[src/rtl/ahb_slave_arbiter_pkg.sv]
// ahb_slave_arbiter_pkg: AHB transfer/burst encodings and arbitration constants
package ahb_slave_arbiter_pkg;
  typedef enum logic [1:0] {TR_IDLE = 2'b00, TR_BUSY = 2'b01, TR_NONSEQ = 2'b10, TR_SEQ = 2'b11} htrans_t;
  typedef enum logic [2:0] {
    HB_SINGLE = 3'd0, HB_INCR = 3'd1, HB_WRAP4 = 3'd2, HB_INCR4 = 3'd3,
    HB_WRAP8 = 3'd4, HB_INCR8 = 3'd5, HB_WRAP16 = 3'd6, HB_INCR16 = 3'd7
  } hburst_t;
  typedef enum logic {ST_IDLE = 1'b0, ST_OWNED = 1'b1} arb_state_t;
  localparam int ARB_FIXED = 0;
  localparam int ARB_RR = 1;
  function automatic logic [4:0] burst_beats(input hburst_t b);
    return (b inside {HB_INCR4, HB_WRAP4}) ? 5'd4 :
           (b inside {HB_INCR8, HB_WRAP8}) ? 5'd8 :
           (b inside {HB_INCR16, HB_WRAP16}) ? 5'd16 : 5'd1;
  endfunction
endpackage

[src/rtl/ahb_slave_arbiter_picker.sv]
// ahb_arb_picker: combinational winner select, fixed priority or rotating start point
module ahb_arb_picker #(
  parameter int MASTER_NUM = 2,
  parameter int MW = $clog2(MASTER_NUM)
) (
  input  logic [MASTER_NUM-1:0] req,
  input  logic [MW-1:0]         ptr,
  input  logic                  rr,
  output logic [MASTER_NUM-1:0] grant,
  output logic [MW-1:0]         idx,
  output logic                  any
);
  function automatic logic [MW-1:0] wrap(input int v);
    return MW'(v >= MASTER_NUM ? v - MASTER_NUM : v);
  endfunction
  // scan from the furthest offset back to the start so the nearest requester wins
  always_comb begin
    idx = '0;
    for (int i = MASTER_NUM - 1; i >= 0; i--)
      if (req[wrap((rr ? int'(ptr) : 0) + i)]) idx = wrap((rr ? int'(ptr) : 0) + i);
  end
  assign any = |req;
  assign grant = any ? (MASTER_NUM'(1) << idx) : '0;
endmodule

[src/rtl/ahb_slave_arbiter.sv]
// ahb_slave_arbiter: per-slave owner sequencing with burst/lock/INCR hold and fixed or round-robin pick
module ahb_slave_arbiter
  import ahb_slave_arbiter_pkg::*;
#(
  parameter int MASTER_NUM = 2,
  parameter int ARB_MODE = ARB_RR,
  parameter int MW = $clog2(MASTER_NUM)
) (
  input  logic                       HCLK,
  input  logic                       HRESETn,
  input  logic [MASTER_NUM-1:0]      hreq_i,
  input  logic [MASTER_NUM-1:0][1:0] htrans_i,
  input  logic [MASTER_NUM-1:0][2:0] hburst_i,
  input  logic [MASTER_NUM-1:0]      hmastlock_i,
  input  logic                       hready_i,
  output logic [MASTER_NUM-1:0]      addr_sel_o,
  output logic [MASTER_NUM-1:0]      data_sel_o,
  output logic [MW-1:0]              hmaster_o,
  output logic                       owner_valid_o
);
  arb_state_t state;
  logic [3:0] beat_cnt, beat_nxt;
  logic [MW-1:0] rr_ptr, win_idx;
  logic [MASTER_NUM-1:0] win_grant;
  logic win_any, own_act, own_req, hold;
  htrans_t own_trans;
  hburst_t own_burst;
  assign own_trans = htrans_t'(htrans_i[hmaster_o]);
  assign own_burst = hburst_t'(hburst_i[hmaster_o]);
  assign own_req = hreq_i[hmaster_o];
  assign own_act = own_trans inside {TR_NONSEQ, TR_SEQ};
  assign beat_nxt = own_trans == TR_NONSEQ ? 4'(burst_beats(own_burst) - 5'd1) :
                    (own_trans == TR_SEQ && beat_cnt != 4'd0) ? beat_cnt - 4'd1 : beat_cnt;
  assign hold = state == ST_OWNED &&
                ((beat_nxt != 4'd0 && own_req) || hmastlock_i[hmaster_o] || own_trans == TR_BUSY ||
                 (own_act && own_burst == HB_INCR && own_req));
  ahb_arb_picker #(.MASTER_NUM(MASTER_NUM), .MW(MW)) u_picker (
    .req  (hreq_i),
    .ptr  (rr_ptr),
    .rr   (ARB_MODE == ARB_RR),
    .grant(win_grant),
    .idx  (win_idx),
    .any  (win_any)
  );
  // ownership FSM: everything advances only on accepting edges
  always_ff @(posedge HCLK or negedge HRESETn) begin
    if (!HRESETn) begin
      state <= ST_IDLE;
      beat_cnt <= '0;
      rr_ptr <= '0;
      addr_sel_o <= '0;
      data_sel_o <= '0;
      hmaster_o <= '0;
      owner_valid_o <= 1'b0;
    end else if (hready_i) begin
      data_sel_o <= (state == ST_OWNED && own_act) ? addr_sel_o : '0;
      if (hold) begin
        beat_cnt <= beat_nxt;
      end else begin
        beat_cnt <= '0;
        state <= win_any ? ST_OWNED : ST_IDLE;
        addr_sel_o <= win_grant;
        owner_valid_o <= win_any;
        if (win_any) begin
          hmaster_o <= win_idx;
          rr_ptr <= win_idx == MW'(MASTER_NUM - 1) ? '0 : win_idx + 1'b1;
        end
      end
    end
  end
endmodule

[config.mk]
export PLATFORM = sky130hd
export DESIGN_NAME = ahb_slave_arbiter
export DESIGN_NICKNAME = d
export VERILOG_FILES = /design/src/rtl/ahb_slave_arbiter_pkg.sv /design/src/rtl/ahb_slave_arbiter_picker.sv /design/src/rtl/ahb_slave_arbiter.sv
export SDC_FILE = /design/constraint.sdc
export NUM_CORES = 1
export LEC_CHECK = 0
export CAP_MARGIN = 20
export CORE_UTILIZATION = 45
export CTS_CLUSTER_SIZE = 30
export DETAILED_ROUTE_END_ITERATION = 10
export PLACE_DENSITY = 0.72
export SETUP_SLACK_MARGIN = 0.4
export SYNTH_ARGS = -nofsm -noshare
export SYNTH_HDL_FRONTEND = slang
export SYNTH_HIERARCHICAL = 1
export SYNTH_SLANG_ARGS = --single-unit
[constraint.sdc]
create_clock -name HCLK -period 4.4 [get_ports HCLK]
set_clock_uncertainty 0.15 [all_clocks]
set_input_delay 0.44 -clock HCLK [delete_from_list [all_inputs] [get_ports HCLK]]
set_output_delay 0.44 -clock HCLK [all_outputs]
set_load 0.05 [all_outputs]
=== After elaboration in Yosys (flattened, before gate mapping) ===
Index checks and enable logic that the tools add are counted.

* Bits in registers: 12
* Input port bits: 17
* Output and inout port bits: 6
* Word-level logic and storage cells: 74

* Add/sub/neg operators: 6
* $lt $le $gt $ge: 5
* Equality and inequality tests: 10
* Shift-type cells: 1
* Muxes and demuxes: 26
* Bitwise logic cells: 1
* Reductions and logical operators: 18

{| class="wikitable"
|+ Operators by type and width
! operator !! number
|-
| $mux W4 || 5
|-
| $mux W1 || 15
|-
| $eq A3 B3 Y1 const B || 4
|-
| $mux W2 || 4
|-
| $reduce_bool A2 Y1 || 4
|-
| $reduce_bool A4 Y1 || 2
|-
| $sub A4 B1 Y4 const B || 2
|-
| $eq A3 B2 Y1 const B || 2
|-
| $logic_and A1 B1 Y1 || 6
|-
| $lt A1 B2 Y1 const B || 3
|-
| $mux W3 || 2
|-
| $eq A2 B2 Y1 const B || 2
|-
| $eq A3 B1 Y1 const B || 1
|-
| $logic_or A1 B1 Y1 || 3
|-
| $reduce_and A3 Y1 || 1
|-
| $add A1 B1 Y2 const B || 1
|-
| $eq A2 B1 Y1 const B || 1
|-
| $ge A1 B2 Y1 const B || 1
|-
| $ge A2 B2 Y1 const B || 1
|-
| $reduce_and A2 Y1 || 1
|-
| $reduce_or A2 Y1 || 1
|-
| $shl A1 B1 Y2 const A || 1
|-
| $sub A1 B1 Y1 const B || 2
|-
| $add A1 B1 Y1 const B || 1
|-
| $not A1 Y1 || 1
|}

=== Longest topological paths before layout ===
Gate-level depths: netlist of the first run.

* Word-level depth: 17
* Mapped depth: 8

=== Modules after synthesis ===
The synthesis of the first run kept the hierarchy.

{| class="wikitable"
|+ Modules (own cells, without submodules)
! module !! times used !! cells each !! area an instance (um2) !! sequential area each (um2)
|-
| ahb_slave_arbiter || 1 || 93 || 880.8 || 275.3
|-
| ahb_arb_picker || 1 || 6 || 35.0 || 0.0
|}

=== Worst setup path before layout of the first run ===
OpenSTA, ideal clock, no wires.

* Kind: flip-flop to flip-flop
* From: register hmaster_o
* To: register hmaster_o
* Library setup time: 0.125 ns
* Data arrival time: 2.500 ns
* Setup slack: 1.624 ns
* Stages on the path, launching flop included: 8
* Buffers on the path: 1
* Period minus slack after synthesis: 2.776 ns
* Cells stage by stage: dfrtp_1 -> buf_6 -> mux2_4 -> a21o_1 -> a221oi_4 -> nand3_4 -> o41ai_4 -> mux2_4

* Longest elaborated chain between the ends: 17
* Elaborated cells on any way between the ends: 39
* Classes of those cells: add/sub: 1; eq/ne: 10; mux: 13; bitwise: 1; reduce/logical: 14

{| class="wikitable"
|+ Ends and longest elaborated chain
! element !! RTL line !! RTL
|-
| from (decl) || ahb_slave_arbiter.sv:18 || <nowiki>output logic [MW-1:0] hmaster_o,</nowiki>
|-
| from (signal assigned) || ahb_slave_arbiter.sv:65 || <nowiki>hmaster_o <= win_idx;</nowiki>
|-
| $mux W3 (not written as such) (2 in a row) || ahb_slave_arbiter.sv:29 || <nowiki>assign own_burst = hburst_t'(hburst_i[hmaster_o]);</nowiki>
|-
| $eq A3 B3 Y1 || ahb_slave_arbiter_pkg.sv:14 || <nowiki>(b inside {HB_INCR16, HB_WRAP16}) ? 5'd16 : 5'd1;</nowiki>
|-
| $reduce_bool A2 Y1 || ahb_slave_arbiter_pkg.sv:14 ||
|-
| $mux W1 || ahb_slave_arbiter_pkg.sv:14 ||
|-
| $mux W4 || ahb_slave_arbiter_pkg.sv:13 || <nowiki>(b inside {HB_INCR8, HB_WRAP8}) ? 5'd8 :</nowiki>
|-
| $mux W4 || ahb_slave_arbiter_pkg.sv:12 || <nowiki>return (b inside {HB_INCR4, HB_WRAP4}) ? 5'd4 :</nowiki>
|-
| $sub A4 B1 Y4 || ahb_slave_arbiter.sv:32 || <nowiki>assign beat_nxt = own_trans == TR_NONSEQ ? 4'(burst_beats(own_burst) - 5'd1) :</nowiki>
|-
| $mux W4 || ahb_slave_arbiter.sv:32 ||
|-
| $reduce_bool A4 Y1 || ahb_slave_arbiter.sv:35 || <nowiki>((beat_nxt != 4'd0 && own_req) || hmastlock_i[hmaster_o] || own_trans == TR_BUSY ||</nowiki>
|-
| $logic_and A1 B1 Y1 || ahb_slave_arbiter.sv:35 ||
|-
| $logic_or A1 B1 Y1 (2 in a row) || ahb_slave_arbiter.sv:35 ||
|-
| $logic_or A1 B1 Y1 (*) || ahb_slave_arbiter.sv:35 ||
|-
| $logic_and A1 B1 Y1 (*) || ahb_slave_arbiter.sv:34 || <nowiki>assign hold = state == ST_OWNED &&</nowiki>
|-
| $not A1 Y1 (no line) (*) || -- ||
|-
| $reduce_and A3 Y1 (no line) (*) || -- ||
|}

Mark *: on every way between the ends. The rest lies on a longest branch, timed or not. The select of a mux whose other input is x is not followed.
A chain may end at the register's enable or synchronous reset.

=== Worst setup path in the final report of the first run ===
Ends and elaborated chain as after synthesis.

==> reports/results.ini, run 1 <==
[setup_path]
path_class=flop to flop
cp_max_fo=16
cp_data_arrival_time_ns=2.94
reg2reg_from=hmaster_o
start_kind=flop
r2r_cells=6
regToRegSetupSlack_ns=1.47
critical_path_required_ns=4.41
end_kind=flop
reg2reg_to=hmaster_o

[grt]
grtUsageTotal_pct=23.29
grt_pass1_wl_um=3560
overflow=0
grt_antenna_before_repair=0
grt_pass1_vias=802
grt_max_degree=17

[logic_synthesis]
seq_area_frac_synth_pct=30.05
synth_edf_count=0
synth_top_area_cell=dfrtp_1
synth_area_um2=915.9
synth_cells=99
synthTopCellsByCount=nand2_1 (13), dfrtp_1 (11), inv_1 (8)
synth_top_flop_cell=dfrtp_1
avgSynthCellArea_um2=9.251
synth.distinct_cells=40
async_reset_ff_share_pct=100.0
yosys_warnings=6
synth_most_common_cell=nand2_1
synth_area_leaders=dfrtp_1 (30%), mux2i_1 (5.5%), nand2_1 (5.3%)
yosys.area.top_type_share_pct=30.05
ys_seq_elements=11

[power_and_ir_drop]
ir_drop_mv=0.3583
p_leak_nw=0.4787
powerDensity_mw_per_mm2=668.0

[route]
post_drt_via_cell_ratio=5.721
wl_um=2118
route.detailed.drc=0
vias=841
wl_per_cell_um=14.41
ant_nets=0
drt_iter0_markers=35
dr.pass1.iters=5

[layout]
area_delta_synth_final_pct=27.46
drive_gt1_share_pct=13.93
final_util_pct=64.12
finalNetCount=141
antenna_cells=0
final_area_mm2=0.001167
n_fill_cell=164

[timing]
tns_ns=0
worst_slew_pin_slew_ns=0.6066
fmax_mhz=340.8
hold_viol_final=0
rsz0062_at_grt=no
min_period_over_period_pct=66.68
relSlewSlack_pct=59.43
finalMaxSlewViolations=0
holdWs_ns=0.3542
setup_ws_ns=1.466
setup_viol=0
period_needed_ns=2.934

[clocking]
ctsHoldBuffers=0
clock-sinks=11
clock_latency_ns=0.27
cts.clk_slew.worst_paths_ns=0.07
htree_levels=1
postCtsResizedCells=0
cts_tree=yes
post_cts_buffers=0
cts_buffers=3
clk_path_buf_depth=2
cts_root_buf=clkbuf_4

[floorplan]
dieArea_mm2=0.002220
core_mm2=0.001821
initial_core_util_pct=50.31
ios=23
die-height_um=47.12
die_x_um=47.12
rows=15

[placed_design]
port_buffers=22
place_congestion=0.8652
post-place-ws_ns=1.399
place_area_mm2=0.001141
dp_hpwl_um=1670

[status]
outcome=finished clean

[job]
maxCapViolations=0

[hold_path]
hp-class=input pin to async pin

-- metal layers --
metal / vias up / track usage [%] / share of wire (%)
met2: 43 / 36.39 / 49
met3: 2 / 8.462 / 6.5
met5: - / 0 / 0
li1: 409 / - / -
met4: 0 / 3.429 / 0.57
met1: 387 / 31.68 / 44
-- how the worst max path moves through the flow --
stage          cells after the start        end  slack (ns)        start
5_1_grt                            5  hmaster_o        1.35    hmaster_o
6_report                           6  hmaster_o        1.47    hmaster_o
3_3_place_gp                       7  hmaster_o        1.50  htrans_i[0]
2_1_floorplan                      7  hmaster_o        1.62    hmaster_o
4_1_cts                            6  hmaster_o        1.49    hmaster_o
3_5_place_dp                       7  hmaster_o        1.40  htrans_i[0]
-- registers in the layout (all words and copies together), names as in the netlist --
register and count:
hmaster_o 1, addr_sel_o 2, data_sel_o 2, rr_ptr 1
beat_cnt 4, owner_valid_o 1
-- cell type report --
class	instances	area, um2	share of cell area (%)
Inverter	8	30.03	2.572
Tap cell	25	31.28	2.680
Sequential cell	11	275.3	23.58
Timing Repair Buffer	22	220.2	18.86
Multi-Input combinational cell	77	584.3	50.05
Clock buffer	4	26.28	2.251
-- cells in the final DEF (no fill, tap or decap), types with 2 or more instances in the layout --
| cell type | netlist | layout |
|---|---|---|
| nand3b_1 | 2 | 2 |
| nor2_1 | 5 | 5 |
| a21oi_1 | 2 | 2 |
| o21ai_0 | 6 | 6 |
| o32ai_1 | 2 | 2 |
| a21boi_1 | 2 | 2 |
| clkdlybuf4s50_1 | 0 | 22 |
| nand2_1 | 13 | 13 |
| mux2i_1 | 5 | 5 |
| mux2_2 | 3 | 3 |
| conb_1 | 1 | 2 |
| dfrtp_1 | 11 | 11 |
| nor4_1 | 2 | 2 |
| nor3_1 | 4 | 4 |
| o22ai_1 | 2 | 2 |
| mux2_4 | 2 | 2 |
| inv_1 | 8 | 8 |
| clkbuf_4 | 0 | 3 |
| nand3_1 | 4 | 4 |
-- stage by stage --
| stage | std cells | total power [mW] |
|---|---|---|
| floorplan | 100 | 0.5960 |
| global placement | 143 | 0.7026 |
| detailed placement | 143 | 0.7087 |
| CTS | 147 | 0.7783 |
| global route | 147 | 0.8359 |
| finish | 147 | 0.7798 |
-- where the power goes --
part	total (mW)	internal, mW	switching [mW]	leakage, nW
sequential	0.207	0.144	0.0630	0.138
combinational	0.504	0.216	0.288	0.325
clock	0.0684	0.0351	0.0333	0.0150
-- cell families after synthesis --
| kind of cell | synth area share (%) |
|---|---|
| compound gates | 24.18 |
| simple gates | 22.27 |
| flops | 30.05 |
| other cells | 0.4094 |
| fa+ha+maj | 1.366 |
| buf+inv | 6.558 |
| mux | 15.16 |
-- critical path, stage by stage (launching register included) --
cell	delay, ns
dfrtp_1	0.72
mux2i_2	0.45
nor3_1	0.10
o21ai_0	0.46
nand3_4	0.17
o41ai_4	0.43
mux2_4	0.33
Power figures use the tool's default switching activity.
==> inputs of run 2 (changes only) <==
--- a/config.mk
+++ b/config.mk
@@ -6,7 +6,7 @@
 export NUM_CORES = 1
 export LEC_CHECK = 0
 export CAP_MARGIN = 20
-export CORE_UTILIZATION = 45
+export CORE_UTILIZATION = 43
 export CTS_CLUSTER_SIZE = 30
 export DETAILED_ROUTE_END_ITERATION = 10
 export PLACE_DENSITY = 0.72
==> constraint.sdc (replaced) <==
create_clock -name HCLK -period 2.6 [get_ports HCLK]
set_clock_uncertainty 0.15 [all_clocks]
set_input_delay 0.26 -clock HCLK [delete_from_list [all_inputs] [get_ports HCLK]]
set_output_delay 0.26 -clock HCLK [all_outputs]
set_load 0.05 [all_outputs]
==> run 2 against run 1 <==
Combinational power rose to 2.8 times the previous value. Worst hold slack got worse by 0.18 ns. Critical path depth is 3 higher. Clock power rose by 71%. Power rose by 140%. Die area is 4.4% higher. Non-clock buffer count up 22. Routed wire length up 29%. Clock-buffer cell count unchanged.
==> reports/results.ini, run 2 (synthesized netlist as in run 1, its figures left out) <==
[timing]
fmax_mhz=403.5
finalMaxSlewViolations=0
setup_viol=0
period_needed_ns=2.478
worst_slew_pin_slew_ns=0.5508
hold_viol_final=0
relSlewSlack_pct=62.94
rsz0062_at_grt=yes
min_period_over_period_pct=95.31

[route]
drt_iter0_markers=10
wl_per_cell_um=15.96
route.detailed.drc=0
dr.pass1.iters=4
wl_um=2730
post_drt_via_cell_ratio=5.702
ant_nets=0
vias=975

[layout]
area_delta_synth_final_pct=62.43
finalNetCount=163
antenna_cells=0
reg_top3=beat_cnt x4, addr_sel_o x2, data_sel_o x2
layout_common_cells=clkdlybuf4s50_1 (21), buf_4 (21), nand2_1 (12), dfrtp_1 (10)
final_area_mm2=0.001488
largest_reg_flops=4
drive_gt1_share_pct=38.19
largest_register=beat_cnt

[floorplan]
die_x_um=48.15
core_mm2=0.001982
die-height_um=48.15
rows=16
ios=23
dieArea_mm2=0.002318
initial_core_util_pct=46.21

[placed_design]
place_area_mm2=0.001277
dp_hpwl_um=1845
place_congestion=0.8225
port_buffers=22

[hold_path]
hp-class=input pin to async pin

[clocking]
clock-sinks=11
ctsHoldBuffers=0
cts.clk_slew.worst_paths_ns=0.07
clock_latency_ns=0.27
cts_buffers=3
cts_root_buf=clkbuf_4
cts_tree=yes
htree_levels=1
clk_path_buf_depth=2

[grt]
grt_max_degree=14
overflow=0
grt_antenna_before_repair=0
grt_pass1_wl_um=4071
grtUsageTotal_pct=25.63
grt_pass1_vias=924

[power_and_ir_drop]
total_power_mw=1.874
powerDensity_mw_per_mm2=1259
p_leak_nw=0.6465
ir_drop_mv=0.8878

[job]
maxCapViolations=0

[setup_path]
path_class=flop to flop
cp_cell_sequence=inv_2 > ha_4 > nor3b_4 > buf_4 > a21o_1 > a221oi_4 > nand3_4 > o311ai_4 > mux2_4
start_kind=flop
worst_path_max_delay_cell=dfrtp_1
cp_max_fo=3
end_kind=flop
critical_path_required_ns=2.61
cp_data_arrival_time_ns=2.49
crit_path_max_incr_delay_ns=0.37

[status]
outcome=finished clean

## run 2: layout make-up
| class | instances | area [um2] |
|---|---|---|
| fillers | 123 | 494.2 |
| flip-flops and latches | 11 | 276.5 |
| well taps | 27 | 33.78 |
| multi-input cells | 77 | 729.5 |
| repair buffers | 44 | 391.6 |
| clock buffers | 4 | 26.28 |
| inverters | 8 | 30.03 |
## run 2: repair_timing
| item | 4_1_cts | 5_1_grt |
|---|---|---|
| pin swaps | 7 | 2 |
| resized for setup | 16 | 6 |
| endpoints found under the setup margin | 6 | 7 |
| buffers inserted | 8 | 2 |
## run 2: final timing paths
kind	slack, ns	depth (start not counted)	to	from
worst max-delay path	0.12	9	addr_sel_o[0]	beat_cnt[0]
min in group HCLK	0.38	2	data_sel_o[1]	data_sel_o[1]
worst min register to register	0.38	2	data_sel_o[1]	data_sel_o[1]
worst min-delay path	0.17	1	addr_sel_o[1]	HRESETn
max in group asynchronous	1.76	1	hmaster_o	HRESETn
worst max register to register	0.12	9	addr_sel_o[0]	beat_cnt[0]
## run 2: worst max-delay path: cells and delay by family (launching register included)
family / cells / cell delay [ns]
fa+ha+maj: 1 / 0.15
mux: 1 / 0.33
compound gates: 3 / 0.85
flops: 1 / 0.37
buf+inv: 2 / 0.20
simple gates: 2 / 0.30
## run 2: power by group
part	internal [mW]	total [mW]	switching [mW]	leakage, nW
Combinational	0.693	1.41	0.719	0.494
Clock	0.0594	0.117	0.0573	0.0150
Sequential	0.246	0.345	0.0989	0.137
## run 2: per-layer routing
metal | share of wire [%] | wire length [um] | track usage [%] | up-vias
met2 | 51 | 1386 | 42.93 | 35
met4 | 2.3 | 64 | 5.556 | 0
met5 | 0 | 0 | 0 | -
li1 | - | - | - | 455
met1 | 42 | 1139 | 33.56 | 475
met3 | 5.1 | 139 | 5.926 | 10
## run 2: per-stage QoR
stage / setup TNS [ns] / std cells / setup WS, ns / utilization (%) / hold WS (ns)
4_1_cts: 0 / 169 / 0.1216 / 72.85 / 0.1875
6_report: 0 / 171 / 0.1220 / 75.06 / 0.1748
5_1_grt: 0 / 171 / 0.08741 / 75.06 / 0.2081
3_3_place_gp: 0 / 157 / 0.004733 / 64.46 / 0.3533
3_5_place_dp: -0.1457 / 157 / -0.05483 / 64.46 / 0.3641
2_1_floorplan: 0 / 100 / 0.09420 / - / -0.1856
